<file path="src/rtl/key_line_buffer.sv">
// key_line_buffer: edited keyboard line buffer with show-ahead CPU pop port.
// Echo stream for the text display is built only when KBD_ECHO_EN is defined.
module key_line_buffer #(
  parameter int DEPTH   = 64,
  parameter int AW      = 6,
  parameter int KEY_LAT = 1
) (
  input  logic          clk,
  input  logic          rst,
  input  logic          key_valid,
  input  logic [7:0]    key_ascii,
  input  logic          rd_en,
  output logic [7:0]    rd_data,
  output logic          rd_avail,
  output logic [AW:0]   line_count,
  output logic          overflow,
  output logic          echo_valid,
  output logic [7:0]    echo_char
);

  typedef enum logic [1:0] {
    S_IDLE,
    S_WAIT,
    S_PROC
  } state_t;

  localparam logic [AW:0] ROOM_MAX = (AW+1)'(DEPTH - 3);
  localparam logic [1:0]  LAT_LD   = 2'(KEY_LAT - 1);

  state_t        r_state;
  state_t        w_state_nx;
  logic          r_kv_q;
  logic [1:0]    r_cnt;
  logic [7:0]    r_char;
  logic [7:0]    r_buf [DEPTH];
  logic [AW-1:0] r_rd_ptr;
  logic [AW-1:0] r_cm_ptr;
  logic [AW-1:0] r_wr_ptr;
  logic [AW:0]   r_line_cnt;
  logic          r_ovf;

  logic          w_event;
  logic          w_proc;
  logic          w_pop;
  logic          w_pop_nl;
  logic [AW-1:0] w_used;
  logic          w_room;
  logic [AW-1:0] w_wr_inc;
  logic          w_do_wr;
  logic          w_do_bs;
  logic          w_do_nl;
  logic          w_do_drop;

  assign w_event  = key_valid & ~r_kv_q;
  assign w_proc   = (r_state == S_PROC);
  assign rd_avail = (r_rd_ptr != r_cm_ptr);
  assign rd_data  = r_buf[r_rd_ptr];
  assign w_pop    = rd_en & rd_avail;
  assign w_pop_nl = w_pop & (rd_data == 8'h0A);
  // Room is judged on pre-edge pointers; one slot stays free for Enter.
  assign w_used   = r_wr_ptr - r_rd_ptr;
  assign w_room   = ({1'b0, w_used} <= ROOM_MAX);
  assign w_wr_inc = r_wr_ptr + 1'b1;

  assign line_count = r_line_cnt;
  assign overflow   = r_ovf;

  // FSM state register.
  always_ff @(posedge clk) begin
    if (rst) r_state <= S_IDLE;
    else     r_state <= w_state_nx;
  end

  // FSM next state: key edge -> latency wait -> one processing cycle.
  always_comb begin
    w_state_nx = r_state;
    unique case (r_state)
      S_IDLE: if (w_event) w_state_nx = S_WAIT;
      S_WAIT: if (r_cnt == 2'd0) w_state_nx = S_PROC;
      S_PROC: w_state_nx = S_IDLE;
      default: w_state_nx = S_IDLE;
    endcase
  end

  // Edge register, latency counter and latched key code.
  always_ff @(posedge clk) begin
    if (rst) begin
      r_kv_q <= 1'b0;
      r_cnt  <= 2'd0;
      r_char <= 8'h00;
    end else begin
      r_kv_q <= key_valid;
      if (r_state == S_IDLE && w_event)
        r_cnt <= LAT_LD;
      else if (r_state == S_WAIT && r_cnt != 2'd0)
        r_cnt <= r_cnt - 2'd1;
      if (r_state == S_WAIT && r_cnt == 2'd0)
        r_char <= key_ascii;
    end
  end

  // Classify the latched key during the processing cycle.
  always_comb begin
    w_do_wr   = 1'b0;
    w_do_bs   = 1'b0;
    w_do_nl   = 1'b0;
    w_do_drop = 1'b0;
    if (w_proc) begin
      unique case (1'b1)
        (r_char >= 8'h20 && r_char <= 8'h7E): begin
          w_do_wr   = w_room;
          w_do_drop = ~w_room;
        end
        (r_char == 8'h08):
          w_do_bs = (r_wr_ptr != r_cm_ptr);
        (r_char == 8'h0D || r_char == 8'h0A):
          w_do_nl = 1'b1;
        default: ;
      endcase
    end
  end

  // Character storage; contents survive reset.
  always_ff @(posedge clk) begin
    if (w_do_wr)      r_buf[r_wr_ptr] <= r_char;
    else if (w_do_nl) r_buf[r_wr_ptr] <= 8'h0A;
  end

  // Pointers, line count and sticky overflow.
  always_ff @(posedge clk) begin
    if (rst) begin
      r_rd_ptr   <= '0;
      r_cm_ptr   <= '0;
      r_wr_ptr   <= '0;
      r_line_cnt <= '0;
      r_ovf      <= 1'b0;
    end else begin
      if (w_do_wr) r_wr_ptr <= w_wr_inc;
      if (w_do_bs) r_wr_ptr <= r_wr_ptr - 1'b1;
      if (w_do_nl) begin
        r_wr_ptr <= w_wr_inc;
        r_cm_ptr <= w_wr_inc;
      end
      if (w_do_drop) r_ovf <= 1'b1;
      if (w_pop) r_rd_ptr <= r_rd_ptr + 1'b1;
      r_line_cnt <= r_line_cnt
                  + {{AW{1'b0}}, w_do_nl}
                  - {{AW{1'b0}}, w_pop_nl};
    end
  end

`ifdef KBD_ECHO_EN
  logic       r_echo_valid;
  logic [7:0] r_echo_char;
  logic       w_echo_en;

  assign w_echo_en  = w_do_wr | w_do_bs | w_do_nl;
  assign echo_valid = r_echo_valid;
  assign echo_char  = r_echo_char;

  // Echo strobe one cycle after processing; char held until next echo.
  always_ff @(posedge clk) begin
    if (rst) begin
      r_echo_valid <= 1'b0;
      r_echo_char  <= 8'h00;
    end else begin
      r_echo_valid <= w_echo_en;
      if (w_echo_en)
        r_echo_char <= w_do_bs ? 8'h08 :
                       w_do_nl ? 8'h0A : r_char;
    end
  end
`else
  assign echo_valid = 1'b0;
  assign echo_char  = 8'h00;
`endif

endmodule

</file>
<file path="config.mk">
export PLATFORM = sky130hd
export DESIGN_NAME = key_line_buffer
export DESIGN_NICKNAME = d
export VERILOG_FILES = /design/src/rtl/key_line_buffer.sv
export SDC_FILE = /design/constraint.sdc
export NUM_CORES = 1
export LEC_CHECK = 0
export CAP_MARGIN = 20
export CORE_MARGIN = 4
export CORE_UTILIZATION = 60
export DETAILED_ROUTE_END_ITERATION = 12
export HOLD_SLACK_MARGIN = 0.1
export PLACE_DENSITY = 0.88
export SLEW_MARGIN = 20
export SYNTH_ARGS = -nofsm -noshare
export SYNTH_HDL_FRONTEND = slang
export SYNTH_SLANG_ARGS = --single-unit
</file>
<file path="constraint.sdc">
create_clock -name clk -period 5.1 [get_ports clk]
set_input_delay 1.02 -clock clk [delete_from_list [all_inputs] [get_ports clk]]
set_output_delay 1.02 -clock clk [all_outputs]
set_load 0.005 [all_outputs]
</file>
==> flow_metrics.tcl <==
set metrics [dict create \
    drc 0 \
    die_h_um 202 \
    clk_latency_ns 0.59 \
    synth_warnings 0 \
    hold_buffers 0 \
    synth-seq-cells 557 \
    grt_start_max_net_pins 67 \
    worstMarginPinSlew_ns 1.20 \
    run_status "finished, final reports clean" \
    cap_violations 0 \
    rows 70 \
    syn-cell-area_sq_mm 0.0226 \
    grtUsageTotal 0.275 \
    vdd_drop_max_mv 0.277 \
    crit_required_ns 5.56 \
    seq_area_frac_synth 0.720 \
    grt_pass1_vias 12669 \
    grt_pass1_wl_um 83600 \
    drt_wl_total_um 56300 \
    dr.pass1.iters 6 \
    n_antenna_cell 0 \
    synth-edff-count 512 \
    fp.coreArea_sq_mm 0.0369 \
    cp_max_fo 7 \
    hp-class "flip-flop to flip-flop" \
    die_x_um 202 \
    timing.slew.headroom 0.194 \
    clock_path_buffers 3 \
    fin_crit_sh 0.973 \
    finalHoldViolCount 0 \
    drt_iter0_markers 2078 \
    synthCells 1250 \
    cts_max_level 2 \
    ys_types 66 \
    final_cell_mix "edfxtp_1, nor2_1, mux4_2, clkbuf_16, buf_4" \
    setup_tns_ns 0 \
    utilization 0.686 \
    ant_nets 0 \
    final_nets 1341 \
    multiInputGateArea_sq_mm 0.00584 \
    fillers 2125 \
    leakage_nw 8.05 \
    cts_root_buffer "clkbuf_16" \
    hpwlAfterDp_um 33100 \
    critPathKind "flip-flop to flip-flop" \
    viasPerCell 6.95 \
    power_density_mw_per_mm2 355 \
    clock.fmax_mhz 201 \
    syn2layout_area_growth_pct 12.0 \
    rsz0062_at_grt "no" \
    synthArstFlopShare 0 \
    ioPinCount 38 \
    stdcell_count 1857 \
    port_buffers 28 \
    initial_core_util 0.613 \
    maxSlewViolCount 0 \
    cts_tree "yes" \
    post-place-cells 1755 \
    finalSetupViolCount 0 \
    drive_gt1_frac 0.210 \
    path_clk_slew_ns 0.06 \
    final_common_cell "edfxtp_1" \
    synth_flop_cell "edfxtp_1" \
    wl_per_cell_um 30.3 \
    ff_latch_area_sq_mm 0.0163 \
    die-area_sq_mm 0.0408 \
    gp_congestion 0.883 \
    period_needed_ns 4.96 \
    overflow 0 \
    worstSetupStartpointType "flip-flop" \
    antenna_found_initial 0 \
    skew_ns 0.0255 \
    cts.sinks 557 \
    dr_total_vias 12898 \
    cts_buffers 52 \
    end_kind "flip-flop" \
    synth_area_per_cell_sq_um 18.1 \
    hold_slack_ns 0.480 \
    crit_arrival_ns 5.43 \
]
==> final cells by class <==
cell class	instances	share of cell area
sequential	557	0.644
multi-input combinational	592	0.231
clock buffer	69	0.0568
timing repair buffer	81	0.0303
tap	504	0.0249
clock inverter	27	0.00959
inverter	27	0.00400
==> cell families (layout without fill, tap and decap cells) <==
family	count (synthesis)	after routing	synth area share
muxes	174	174	0.144
xor gates and xnor gates	31	31	0.0120
buffers and inverters	109	204	0.0240
AOI/OAI and AO/OA	102	102	0.0335
other	1	9	0.000166
and+or+nand+nor	258	258	0.0557
adders and majority gates	18	18	0.0106
DFF	557	557	0.720
==> power by group <==
group	internal, mW	switching [mW]	leakage, nW
clock	2.19	1.68	0.831
combinational	0.0357	0.0957	2.11
sequential	4.97	0.0124	5.11
total	7.20	1.79	8.05
==> critical path, cell delays in order (launching register included) <==
cell and delay (ns):
dfxtp_4 0.44, buf_4 0.20, mux4_1 0.57, mux4_2 0.47, or3_1 0.36, and4_4 0.20
or4_4 0.52, nor4_2 0.17, buf_4 0.20, ha_1 0.23, inv_1 0.07, ha_1 0.16
inv_1 0.07, fa_1 0.42, nor2b_1 0.18, o21ai_0 0.10, nand2b_1 0.09, a21o_1 0.11
a21oi_1 0.07, xnor2_1 0.15, nor2_1 0.05
==> final timing paths <==
kind | startpoint | endpoint | slack, ns | cells past startpoint
max | flip-flop | line_count[6]$_SDFF_PP0_ | 0.14 | 20
min | overflow$_SDFFE_PP0P_ | overflow$_SDFFE_PP0P_ | 0.48 | 2
max reg2reg | flip-flop | line_count[6]$_SDFF_PP0_ | 0.14 | 20
min reg2reg | overflow$_SDFFE_PP0P_ | overflow$_SDFFE_PP0P_ | 0.48 | 2
==> layer usage <==
metal	up-vias	wire, um	global-route usage
met2	1172	26700	0.437
met1	6391	19300	0.370
met3	280	7140	0.0724
met5	-	0	0
li1	5055	-	-
met4	0	3170	0.110
==> cell usage after synthesis (3+ instances only) <==
master       n  share of area
nor4_1       4         0.0011
or2_2        3        0.00083
nor3b_1      5         0.0017
nand3_1     15         0.0033
a21o_1       5         0.0017
inv_1       27         0.0045
nand2_1     29         0.0048
nor3_1      11         0.0024
clkbuf_1    32         0.0053
o211ai_1     3         0.0010
mux2i_1     42          0.019
or3b_2       3         0.0012
buf_6        6         0.0030
buf_2       14         0.0031
xnor2_1     18         0.0070
ha_1        16         0.0089
nand4_1      5         0.0014
o2111ai_1    3         0.0012
a22oi_1     12         0.0040
a22o_1       5         0.0019
and3_1       5         0.0014
buf_1       11         0.0018
or3_1        8         0.0022
mux2_2      15         0.0075
a211oi_1     9         0.0030
a21oi_1     10         0.0022
nor2_1     118          0.020
o22ai_1      7         0.0019
dfxtp_1     45          0.040
nor2b_1     18         0.0050
o21ai_0      8         0.0018
mux4_1       5         0.0058
a221oi_1     9         0.0035
xor2_1      13         0.0050
edfxtp_1   512           0.68
a31oi_1      7         0.0019
a32oi_1      4         0.0016
nand2b_1    17         0.0047
and2_1       6         0.0017
nand3b_1     4         0.0013
buf_4       19         0.0063
mux4_2     112           0.11
==> metrics by stage <==
step                      total power, mW  cell area (sq um)  worst slack (ns)
after floorplan                      5.16              22600             0.834
after global placement               5.20              23600             0.213
after detailed placement             5.21              23600            0.0467
after CTS                            8.98              25300            0.0837
after global routing                 9.21              25300            0.0226
final                                8.98              25300             0.136
==> timing repair <==
action	CTS	global route
endpoints found under the setup margin	1	3
setup buffers	1	5
resized for setup	0	4
==> state kept, by name (all words and copies together), names as in the netlist, named ones only <==
name and flops:
r_wr_ptr 6, overflow 1, r_cm_ptr 6, line_count 7, r_buf 512, r_rd_ptr 6, r_kv_q 1, r_cnt 2
r_state 2, r_char 8
No activity file was read; power rests on OpenSTA's default activity.
